--- src/rtl/scr1_mem_arbiter.sv ---
// Two-port (instruction/data) arbiter onto a single memory port. Round-robin on ties,
// at most one outstanding transaction, back-to-back handshakes on RDY_OK.
package scr1_memif_pkg;
    typedef enum logic {
        SCR1_MEM_CMD_RD = 1'b0,
        SCR1_MEM_CMD_WR = 1'b1
    } type_scr1_mem_cmd_e;

    typedef enum logic [1:0] {
        SCR1_MEM_WIDTH_BYTE  = 2'b00,
        SCR1_MEM_WIDTH_HWORD = 2'b01,
        SCR1_MEM_WIDTH_WORD  = 2'b10,
        SCR1_MEM_WIDTH_ERROR = 2'b11
    } type_scr1_mem_width_e;

    typedef enum logic [1:0] {
        SCR1_MEM_RESP_NOTRDY = 2'b00,
        SCR1_MEM_RESP_RDY_OK = 2'b01,
        SCR1_MEM_RESP_RDY_ER = 2'b10
    } type_scr1_mem_resp_e;
endpackage

module scr1_mem_arbiter
    import scr1_memif_pkg::*;
#(
    parameter int SCR1_ARB_AWIDTH = 32,
    parameter int SCR1_ARB_DWIDTH = 32
) (
    input  logic                       clk,
    input  logic                       rst,
    // port 0: instruction fetch
    input  logic                       imem_req,
    output logic                       imem_req_ack,
    input  logic [SCR1_ARB_AWIDTH-1:0] imem_addr,
    output logic [SCR1_ARB_DWIDTH-1:0] imem_rdata,
    output type_scr1_mem_resp_e        imem_resp,
    // port 1: data
    input  logic                       dmem_req,
    output logic                       dmem_req_ack,
    input  type_scr1_mem_cmd_e         dmem_cmd,
    input  type_scr1_mem_width_e       dmem_width,
    input  logic [SCR1_ARB_AWIDTH-1:0] dmem_addr,
    input  logic [SCR1_ARB_DWIDTH-1:0] dmem_wdata,
    output logic [SCR1_ARB_DWIDTH-1:0] dmem_rdata,
    output type_scr1_mem_resp_e        dmem_resp,
    // shared memory port
    output logic                       mem_req,
    input  logic                       mem_req_ack,
    output type_scr1_mem_cmd_e         mem_cmd,
    output type_scr1_mem_width_e       mem_width,
    output logic [SCR1_ARB_AWIDTH-1:0] mem_addr,
    output logic [SCR1_ARB_DWIDTH-1:0] mem_wdata,
    input  logic [SCR1_ARB_DWIDTH-1:0] mem_rdata,
    input  type_scr1_mem_resp_e        mem_resp
);

    localparam logic [0:0] ARB_IDLE  = 1'b0;
    localparam logic [0:0] ARB_DATA  = 1'b1;
    localparam logic       PORT_IMEM = 1'b0;
    localparam logic       PORT_DMEM = 1'b1;

    logic [0:0] fsm;
    logic       owner;
    logic       last_gnt;
    logic       arb_open;
    logic       grant;
    logic       handshake;

    // The window reopens in the same cycle the current owner gets RDY_OK, giving
    // zero-bubble back-to-back transfers; RDY_ER keeps it closed for that cycle.
    assign arb_open = ~rst & ((fsm == ARB_IDLE) | (mem_resp == SCR1_MEM_RESP_RDY_OK));

    always_comb begin
        grant = PORT_IMEM;
        if (imem_req & dmem_req) grant = ~last_gnt;
        else if (dmem_req)       grant = PORT_DMEM;
    end

    assign mem_req   = arb_open & (imem_req | dmem_req);
    assign handshake = mem_req & mem_req_ack;

    assign imem_req_ack = mem_req & mem_req_ack & (grant == PORT_IMEM);
    assign dmem_req_ack = mem_req & mem_req_ack & (grant == PORT_DMEM);

    always_comb begin
        mem_cmd   = SCR1_MEM_CMD_RD;
        mem_width = SCR1_MEM_WIDTH_WORD;
        mem_addr  = imem_addr;
        mem_wdata = '0;
        if (grant == PORT_DMEM) begin
            mem_cmd   = dmem_cmd;
            mem_width = dmem_width;
            mem_addr  = dmem_addr;
            mem_wdata = dmem_wdata;
        end
    end

    always_ff @(posedge clk) begin
        if (rst) begin
            fsm      <= ARB_IDLE;
            owner    <= PORT_IMEM;
            last_gnt <= PORT_DMEM;
        end else if (handshake) begin
            fsm      <= ARB_DATA;
            owner    <= grant;
            last_gnt <= grant;
        end else if ((fsm == ARB_DATA) &&
                     ((mem_resp == SCR1_MEM_RESP_RDY_OK) || (mem_resp == SCR1_MEM_RESP_RDY_ER))) begin
            fsm <= ARB_IDLE;
        end
    end

    assign imem_rdata = mem_rdata;
    assign dmem_rdata = mem_rdata;

    always_comb begin
        imem_resp = SCR1_MEM_RESP_NOTRDY;
        dmem_resp = SCR1_MEM_RESP_NOTRDY;
        if (~rst && (fsm == ARB_DATA)) begin
            if (owner == PORT_IMEM) imem_resp = mem_resp;
            else                    dmem_resp = mem_resp;
        end
    end

endmodule
--- config.mk ---
export PLATFORM = sky130hd
export DESIGN_NAME = scr1_mem_arbiter
export DESIGN_NICKNAME = d
export VERILOG_FILES = /design/src/rtl/scr1_mem_arbiter.sv
export SDC_FILE = /design/constraint.sdc
export NUM_CORES = 1
export LEC_CHECK = 0
export ABC_CLOCK_PERIOD_IN_PS = 1300
export BUFFER_PORTS_ARGS = -buffer_cell sky130_fd_sc_hd__clkbuf_2
export CAP_MARGIN = 10
export CORE_AREA = 2 2 106 108
export CTS_BUF_LIST = sky130_fd_sc_hd__clkbuf_16
export DETAILED_ROUTE_END_ITERATION = 8
export DIE_AREA = 0 0 108 110
export GPL_ROUTABILITY_DRIVEN = 1
export PLACE_DENSITY = 0.52
export SYNTH_ARGS = -nofsm -noshare
export SYNTH_HDL_FRONTEND = slang
export SYNTH_SLANG_ARGS = --single-unit
export TNS_END_PERCENT = 5
--- constraint.sdc ---
create_clock -name clk -period 1.3 [get_ports clk]
set_input_delay 0.26 -clock clk [delete_from_list [all_inputs] [get_ports clk]]
set_output_delay 0.26 -clock clk [all_outputs]
set_load 0.05 [all_outputs]
==> results.md, run 1 <==
* Number of buffers inserted by hold repair at cts at 0
* Startpoint kind of the worst setup timing path: flop
* Synth area leader: sky130_fd_sc_hd__buf_4
* Boundary pin count at 276
* Final Hold Viols at 0
* Wirelength per Cell at 14.5 microns
* Master of the slowest instance on the critical path: sky130_fd_sc_hd__dfxtp_2
* Area of all placed cells without fillers at 0.00322 sq mm
* Cells after synthesis at 165
* Cells along the critical path: a21boi_4 -> buf_6 -> buf_12 -> clkbuf_16 -> mux2_4 -> buf_8
* Final clock skew at 1.04 ps
* Synthesis warning total at 0
* Total number of nets in the final design at 444
* Max Slew Vio Count at 0
* Clock slew at reported path FFs at 30 ps
* Worst r2r path cells at 5
* Post-detailed-route DRC marker count at 0
* Clk sink count at 3
* Number of antenna violations at the first check in global routing at 0
* Fraction of final layout cells with drive strength greater than 1 at 91.1%
* Area fraction of the dominant cell type after synthesis at 35.8%
* Average size of a mapped cell at 8.13 sq um
* Achievable Freq at 547 MHz
* Number of inserted diodes at 0
* Number of antenna-violating nets in the routed design at 0
* Multiplexer area fraction after synthesis at 26.9%
* Flip-flop cell with the highest count after synthesis: sky130_fd_sc_hd__dfxtp_1
* Area contributors post-synth: sky130_fd_sc_hd__buf_4 (36%), sky130_fd_sc_hd__mux2_2 (27%), sky130_fd_sc_hd__and2_1 (16%), sky130_fd_sc_hd__buf_6 (5.0%), sky130_fd_sc_hd__dfxtp_1 (4.5%)
* Data arrival time of the critical path at 1570 ps
* Share of the clock period used by the worst path after layout at 141%
* Buffers added on ports at 179
* Data required time of the worst path at 1040 ps
* Tightest slew margin relative to the limit at 75.7%
* Via count at 1641
* Minimum hold slack at 395 ps
* Maximum number of buffers from clock root to sink at 2
* Starting DRT DRC Count at 56
* Number of iterations in the first detailed-routing pass at 4
* All-Layer GR Usage at 8.83%
* Die width at 108 microns
* Site Rows at 38
* CTS root buffer: sky130_fd_sc_hd__clkbuf_16
* Synth async-reset ratio at 0%
* Detailed Route WL at 6450 microns
* Shortest clock period the worst path allows after layout at 1830 ps
* Maximum VDD drop at 0.346 mV
* Synthesized-area fraction occupied by xor and xnor cells at 0%
* Hold depth at 4
* Min-delay worst type: in -> reg
* Synth cell types at 22
* Classification of the worst setup path: reg -> out
* First-pass GRT wire length at 8110 microns
* EDFF count, synth at 0
* H-Tree Level Count at 1
* Finished Core Util at 30.1%
* Leading cell types by count after synthesis: sky130_fd_sc_hd__buf_4 (64), sky130_fd_sc_hd__and2_1 (34), sky130_fd_sc_hd__mux2_2 (32)
* TritonCTS clock tree: done
* HPWL after detailed placement at 4100 microns
* Pin count of the biggest net entering global routing at 24
* Layout Area Growth over Synthesis at 140%
* Dominant cell by count in the synthesized netlist: sky130_fd_sc_hd__buf_4
* CP Capture Type: output port
* Total CTS buffers at 3
* Starting utilization of the core area at 12.5%
* Sequential fraction of the synthesis area at 4.48%
* RSZ-0062 raised after global routing: true
* Final-layout setup total negative slack at -27960 ps
* Flops & latches, synth at 3
* Static leakage at 0.00166 uW
* Final estimated routing congestion in global placement at 0.763
* Final worst-path setup slack at -529 ps
* Chip Height at 110 microns
* Via count of the first global-routing pass at 1735
* Routed via count divided by cell count at 3.70
* CP peak stage delay at 320 ps
* Arithmetic-cell share of the synthesized area counting full adders, half adders and majority gates at 0.933%
* Final setup vio count at 72
* Total cell area at the placement stage at 0.00210 sq mm
* Run status: complete, but fails checks
* Setup slack after placement at -455 ps
* Std-Cell Core Area at 0.0107 sq mm
* Number of maximum-capacitance constraint violations at 0
* Area of the die at 0.0119 sq mm
* Netlist area before placement at 0.00134 sq mm
* Violated checks: negative setup slack
* Clock latency at the later pin of the worst-skew pair at 220 ps
* Total global routing overflow at 0
* Area fraction in compound gates after synthesis at 3.82%
* Total power divided by cell area at 691 mW/mm^2
* Area fraction in and, or, nand and nor cells after synthesis at 22.2%
* Transition time at the pin with the least slew margin at 362 ps
* CP max FO at 5
* Dominant combinational cell family by area after synthesis: buffers and inverters
* Total nets after synthesis at 304
stage by stage:
step                instances  power, uW
floorplan                 165       1390
finish                    444       2220
CTS                       433       2020
global route              444       2310
global placement          425       1220
detailed placement        425       1230
per-layer routing:
layer / global-route usage, % / share of wire [%] / up-vias
met1: 8.20 / 34 / 725
met2: 18.2 / 53 / 150
li1: - / - / 750
met4: 2.29 / 1.7 / 0
met5: 0 / 0 / -
met3: 2.94 / 11 / 16
sequential cells by signal (all words and copies together), names as in the netlist:
| name | flops |
|---|---|
| fsm | 1 |
| last_gnt | 1 |
| owner | 1 |
cell type report:
type,instances,area (sq um)
fill,1105,7480
timing repair buffer,206,1990
multi-input combinational,89,905
tap,140,175
clock buffer,3,75.1
sequential,3,63.8
inverter,2,7.51
clock inverter,1,3.75
what timing repair did:
action                                  4_1_cts  5_1_grt
buffers inserted                              2        8
gates resized for setup                     146      104
pin swaps                                     5        7
gates cloned                                  2        4
endpoints found under the setup margin       74       74
hold endpoints to repair                      0        0
report_power, final:
| part | total (uW) | internal, uW | switching [uW] |
|---|---|---|---|
| Clock | 478 | 396 | 82.1 |
| Sequential | 108 | 101 | 7.14 |
| Combinational | 1640 | 798 | 838 |
layout by cell type, fill, tap and decap left out, types with 2 or more instances in the layout:
master,synthesis,routed
sky130_fd_sc_hd__nand2_1,4,3
sky130_fd_sc_hd__buf_8,0,47
sky130_fd_sc_hd__clkbuf_2,0,105
sky130_fd_sc_hd__nand2b_1,2,2
sky130_fd_sc_hd__and2_4,0,26
sky130_fd_sc_hd__clkbuf_8,0,8
sky130_fd_sc_hd__dfxtp_2,0,3
sky130_fd_sc_hd__clkbuf_16,0,8
sky130_fd_sc_hd__inv_1,2,3
sky130_fd_sc_hd__buf_6,6,13
sky130_fd_sc_hd__buf_4,64,15
sky130_fd_sc_hd__and3_1,2,2
sky130_fd_sc_hd__buf_16,0,2
sky130_fd_sc_hd__nor2_1,3,2
sky130_fd_sc_hd__mux2_4,0,24
sky130_fd_sc_hd__and2_1,34,8
sky130_fd_sc_hd__buf_12,0,10
sky130_fd_sc_hd__mux2_2,32,8
kinds of logic (layout without fill, tap and decap cells):
group,Yosys count,after routing
adder cells (fa/ha/maj),1,1
AO/OA/AOI/OAI,6,6
flip-flops,3,3
buffers and inverters,73,212
AND/OR/NAND/NOR,50,50
multiplexers,32,32
final timing paths:
kind                    startpoint                  to  slack, ps
max          last_gnt$_SDFFE_PP1P_         mem_addr[7]       -530
min reg2reg     owner$_SDFFE_PP0P_  owner$_SDFFE_PP0P_        530
max reg2reg  last_gnt$_SDFFE_PP1P_  owner$_SDFFE_PP0P_        140
min                    mem_resp[0]    fsm$_SDFFE_PP0P_        400
critical path: cells and delay by family (launching register included):
family	cells	cell delay, ps
AO/OA/AOI/OAI	1	180
buffers and inverters	4	530
flip-flops	1	320
multiplexers	1	310
No activity file was read; power rests on OpenSTA's default activity.
==> run 2: changes to the inputs <==
- CTS_BUF_LIST: sky130_fd_sc_hd__clkbuf_16 -> sky130_fd_sc_hd__clkbuf_2
- PLACE_DENSITY: 0.52 -> unset
==> results.md, run 2 (synthesis results as in run 1) <==
* Post-detailed-route DRC marker count at 0 (unchanged)
* Boundary pin count at 276 (unchanged)
* RSZ-0062 raised after global routing: true (unchanged)
* Master of the slowest instance on the critical path: sky130_fd_sc_hd__mux2_2 (was sky130_fd_sc_hd__dfxtp_2)
* Violated checks: negative setup slack (unchanged)
* Number of maximum-capacitance constraint violations at 0 (unchanged)
* Data required time of the worst path at 1040 ps (about the same)
* Total global routing overflow at 0 (unchanged)
* Number of antenna-violating nets in the routed design at 0 (unchanged)
* Site Rows at 38 (unchanged)
* Worst r2r path cells at 5 (unchanged)
* Chip Height at 110 microns (unchanged)
* Achievable Freq at 543 MHz (was 547 MHz)
* Final worst-path setup slack at -543 ps (was -529 ps)
* Shortest clock period the worst path allows after layout at 1840 ps (was 1830 ps)
* Cells along the critical path: a21boi_4 -> buf_12 -> mux2_2 -> clkbuf_8 (was a21boi_4 -> buf_6 -> buf_12 -> clkbuf_16 -> mux2_4 -> buf_8)
* CP Buf/Inv Count at 2 (was 4)
* Final Hold Viols at 0 (unchanged)
* Via count of the first global-routing pass at 1639 (was 1735)
* Relative contribution of sequential cells to total power at 5.8% (was 4.9%)
* Net switching share of the total power at 48.4% (was 41.7%)
* First-pass GRT wire length at 8290 microns (was 8110 microns)
* Die width at 108 microns (unchanged)
* CTS root buffer: sky130_fd_sc_hd__clkbuf_2 (was sky130_fd_sc_hd__clkbuf_16)
* Std-Cell Core Area at 0.0107 sq mm (unchanged)
* Startpoint kind of the worst setup timing path: flop (unchanged)
* Total CTS buffers at 3 (unchanged)
* Buffers added on ports at 179 (unchanged)
* Routed via count divided by cell count at 3.68 (was 3.70)
* Final clock skew at 3.37 ps (was 1.04 ps)
* Maximum VDD drop at 0.325 mV (was 0.346 mV)
* Number of antenna violations at the first check in global routing at 0 (unchanged)
* Fraction of final layout cells with drive strength greater than 1 at 94.2% (was 91.1%)
* Starting DRT DRC Count at 71 (was 56)
* Data arrival time of the critical path at 1580 ps (was 1570 ps)
* Detailed Route WL at 6110 microns (was 6450 microns)
* Leading cell types in the layout, fill and taps excluded: sky130_fd_sc_hd__clkbuf_2 (109), sky130_fd_sc_hd__buf_8 (42), sky130_fd_sc_hd__and2_4 (34), sky130_fd_sc_hd__mux2_2 (21), sky130_fd_sc_hd__buf_12 (18) (was sky130_fd_sc_hd__clkbuf_2 (105), sky130_fd_sc_hd__buf_8 (47), sky130_fd_sc_hd__and2_4 (26), sky130_fd_sc_hd__mux2_4 (24), sky130_fd_sc_hd__buf_4 (15))
* CP peak stage delay at 400 ps (was 320 ps)
* Clk sink count at 3 (unchanged)
* Layout Area Growth over Synthesis at 131% (was 140%)
* Wirelength per Cell at 14.1 microns (was 14.5 microns)
* Pin count of the biggest net entering global routing at 24 (unchanged)
* All-Layer GR Usage at 9.07% (was 8.83%)
* Final estimated routing congestion in global placement at 0.850 (was 0.763)
* Number of placed instances with taps included at 423 (was 425)
* Area of the die at 0.0119 sq mm (unchanged)
* Total cell area at the placement stage at 0.00220 sq mm (was 0.00210 sq mm)
* CP Capture Type: output port (unchanged)
* Total internal power at 955 uW (was 1300 uW)
* Share of the clock period used by the worst path after layout at 142% (was 141%)
* Combinational Power Share at 86.7% (was 73.6%)
* Max Slew Vio Count at 0 (unchanged)
* Power spent charging and discharging nets at 894 uW (was 928 uW)
* TritonCTS clock tree: done (unchanged)
* Static leakage at 0.00155 uW (was 0.00166 uW)
* Min-delay worst type: in -> reg (unchanged)
* Tightest slew margin relative to the limit at 77.2% (was 75.7%)
* Number of inserted diodes at 0 (unchanged)
* CP max FO at 23 (was 5)
* Logic depth of the worst setup path including buffers at 4 (was 6)
* Total power at 1850 uW (was 2220 uW)
* Via count at 1589 (was 1641)
* Maximum number of buffers from clock root to sink at 2 (unchanged)
* H-Tree Level Count at 1 (unchanged)
* Number of iterations in the first detailed-routing pass at 4 (unchanged)
* Classification of the worst setup path: reg -> out (unchanged)
* Run status: complete, but fails checks (unchanged)
* Total power divided by cell area at 596 mW/mm^2 (was 691 mW/mm^2)
* Clock slew at reported path FFs at 50 ps (was 30 ps)
* Clock latency at the later pin of the worst-skew pair at 220 ps (about the same)
* Most common cell after layout, fill and taps aside: sky130_fd_sc_hd__clkbuf_2 (unchanged)
* Starting utilization of the core area at 12.5% (unchanged)
* Largest registers in the final layout: fsm: 1 flops, last_gnt: 1 flops, owner: 1 flops (unchanged)
* Final setup vio count at 73 (was 72)
* Post-route non-filler standard cell count at 432 (was 444)
* HPWL after detailed placement at 4400 microns (was 4100 microns)
* Clock network power share at 7.6% (was 21.5%)
* Hold depth at 4 (unchanged)
* Transition time at the pin with the least slew margin at 340 ps (was 362 ps)
* Area of all placed cells without fillers at 0.00310 sq mm (was 0.00322 sq mm)
* CP top delay family: buffers and inverters (unchanged)
* Total number of nets in the final design at 432 (was 444)
run 2: cell types whose count changed in the layout (fill, tap and decap cells not counted), sizes merged:
| cell | previous run | this run |
|---|---|---|
| buf | 88 | 71 |
| clkbuf | 121 | 127 |
| inv | 3 | 2 |
run 2: final timing paths:
kind,to,from,slack (ps)
setup / recovery,mem_addr[4],last_gnt$_SDFFE_PP1P_,-540
hold / removal,fsm$_SDFFE_PP0P_,mem_resp[0],400
setup reg to reg,owner$_SDFFE_PP0P_,last_gnt$_SDFFE_PP1P_,110
hold reg to reg,last_gnt$_SDFFE_PP1P_,last_gnt$_SDFFE_PP1P_,570
run 2: power groups by stage:
stage / clock (uW) / sequential, uW / combinational (uW)
global route: 152 / 108 / 1660
global placement: 0 / 106 / 1160
detailed placement: 0 / 107 / 1170
finish: 140 / 107 / 1600
CTS: 143 / 107 / 1470
floorplan: 0 / 105 / 1280
run 2: per-layer routing:
metal  track usage (%)  up-vias  wire, microns
met5                 0        -              0
met4              1.56        0             59
met3              3.35        8            738
met2              16.4      145           3080
met1              10.4      706           2220
li1                  -      730              -
run 2: worst reg2reg max path, cell delays in order (launching register included):
cell and delay (ps):
sky130_fd_sc_hd__dfxtp_2 360, sky130_fd_sc_hd__a21boi_4 80, sky130_fd_sc_hd__buf_12 150, sky130_fd_sc_hd__buf_16 140
sky130_fd_sc_hd__and3_4 160, sky130_fd_sc_hd__a31o_2 200
run 2: cell type report:
cell class / count / area (sq um)
fillers: 1120 / 7600
flip-flops and latches: 3 / 62.6
multi-input cells: 89 / 886
well taps: 140 / 175
repair buffers: 194 / 1950
inverters: 2 / 7.51
clock buffers: 4 / 20.0
run 2: metrics by stage:
step / setup slack [ps] / TNS [ps] / util, % / hold slack, ps
floorplan: -254 / -10860 / - / 373
global placement: -411 / -22030 / 20.6 / 520
detailed placement: -471 / -25810 / 20.6 / 520
CTS: -556 / -34660 / 27.3 / 386
global route: -566 / -34670 / 29.0 / 402
finish: -543 / -30920 / 29.0 / 399
run 2: timing repair:
item / CTS / global route
pin swaps: 11 / 25
hold buffers: 0 / 0
cloned: 2 / 2
buffers inserted: 1 / 0
resized for setup: 146 / 73
endpoints found under the setup margin: 74 / 75
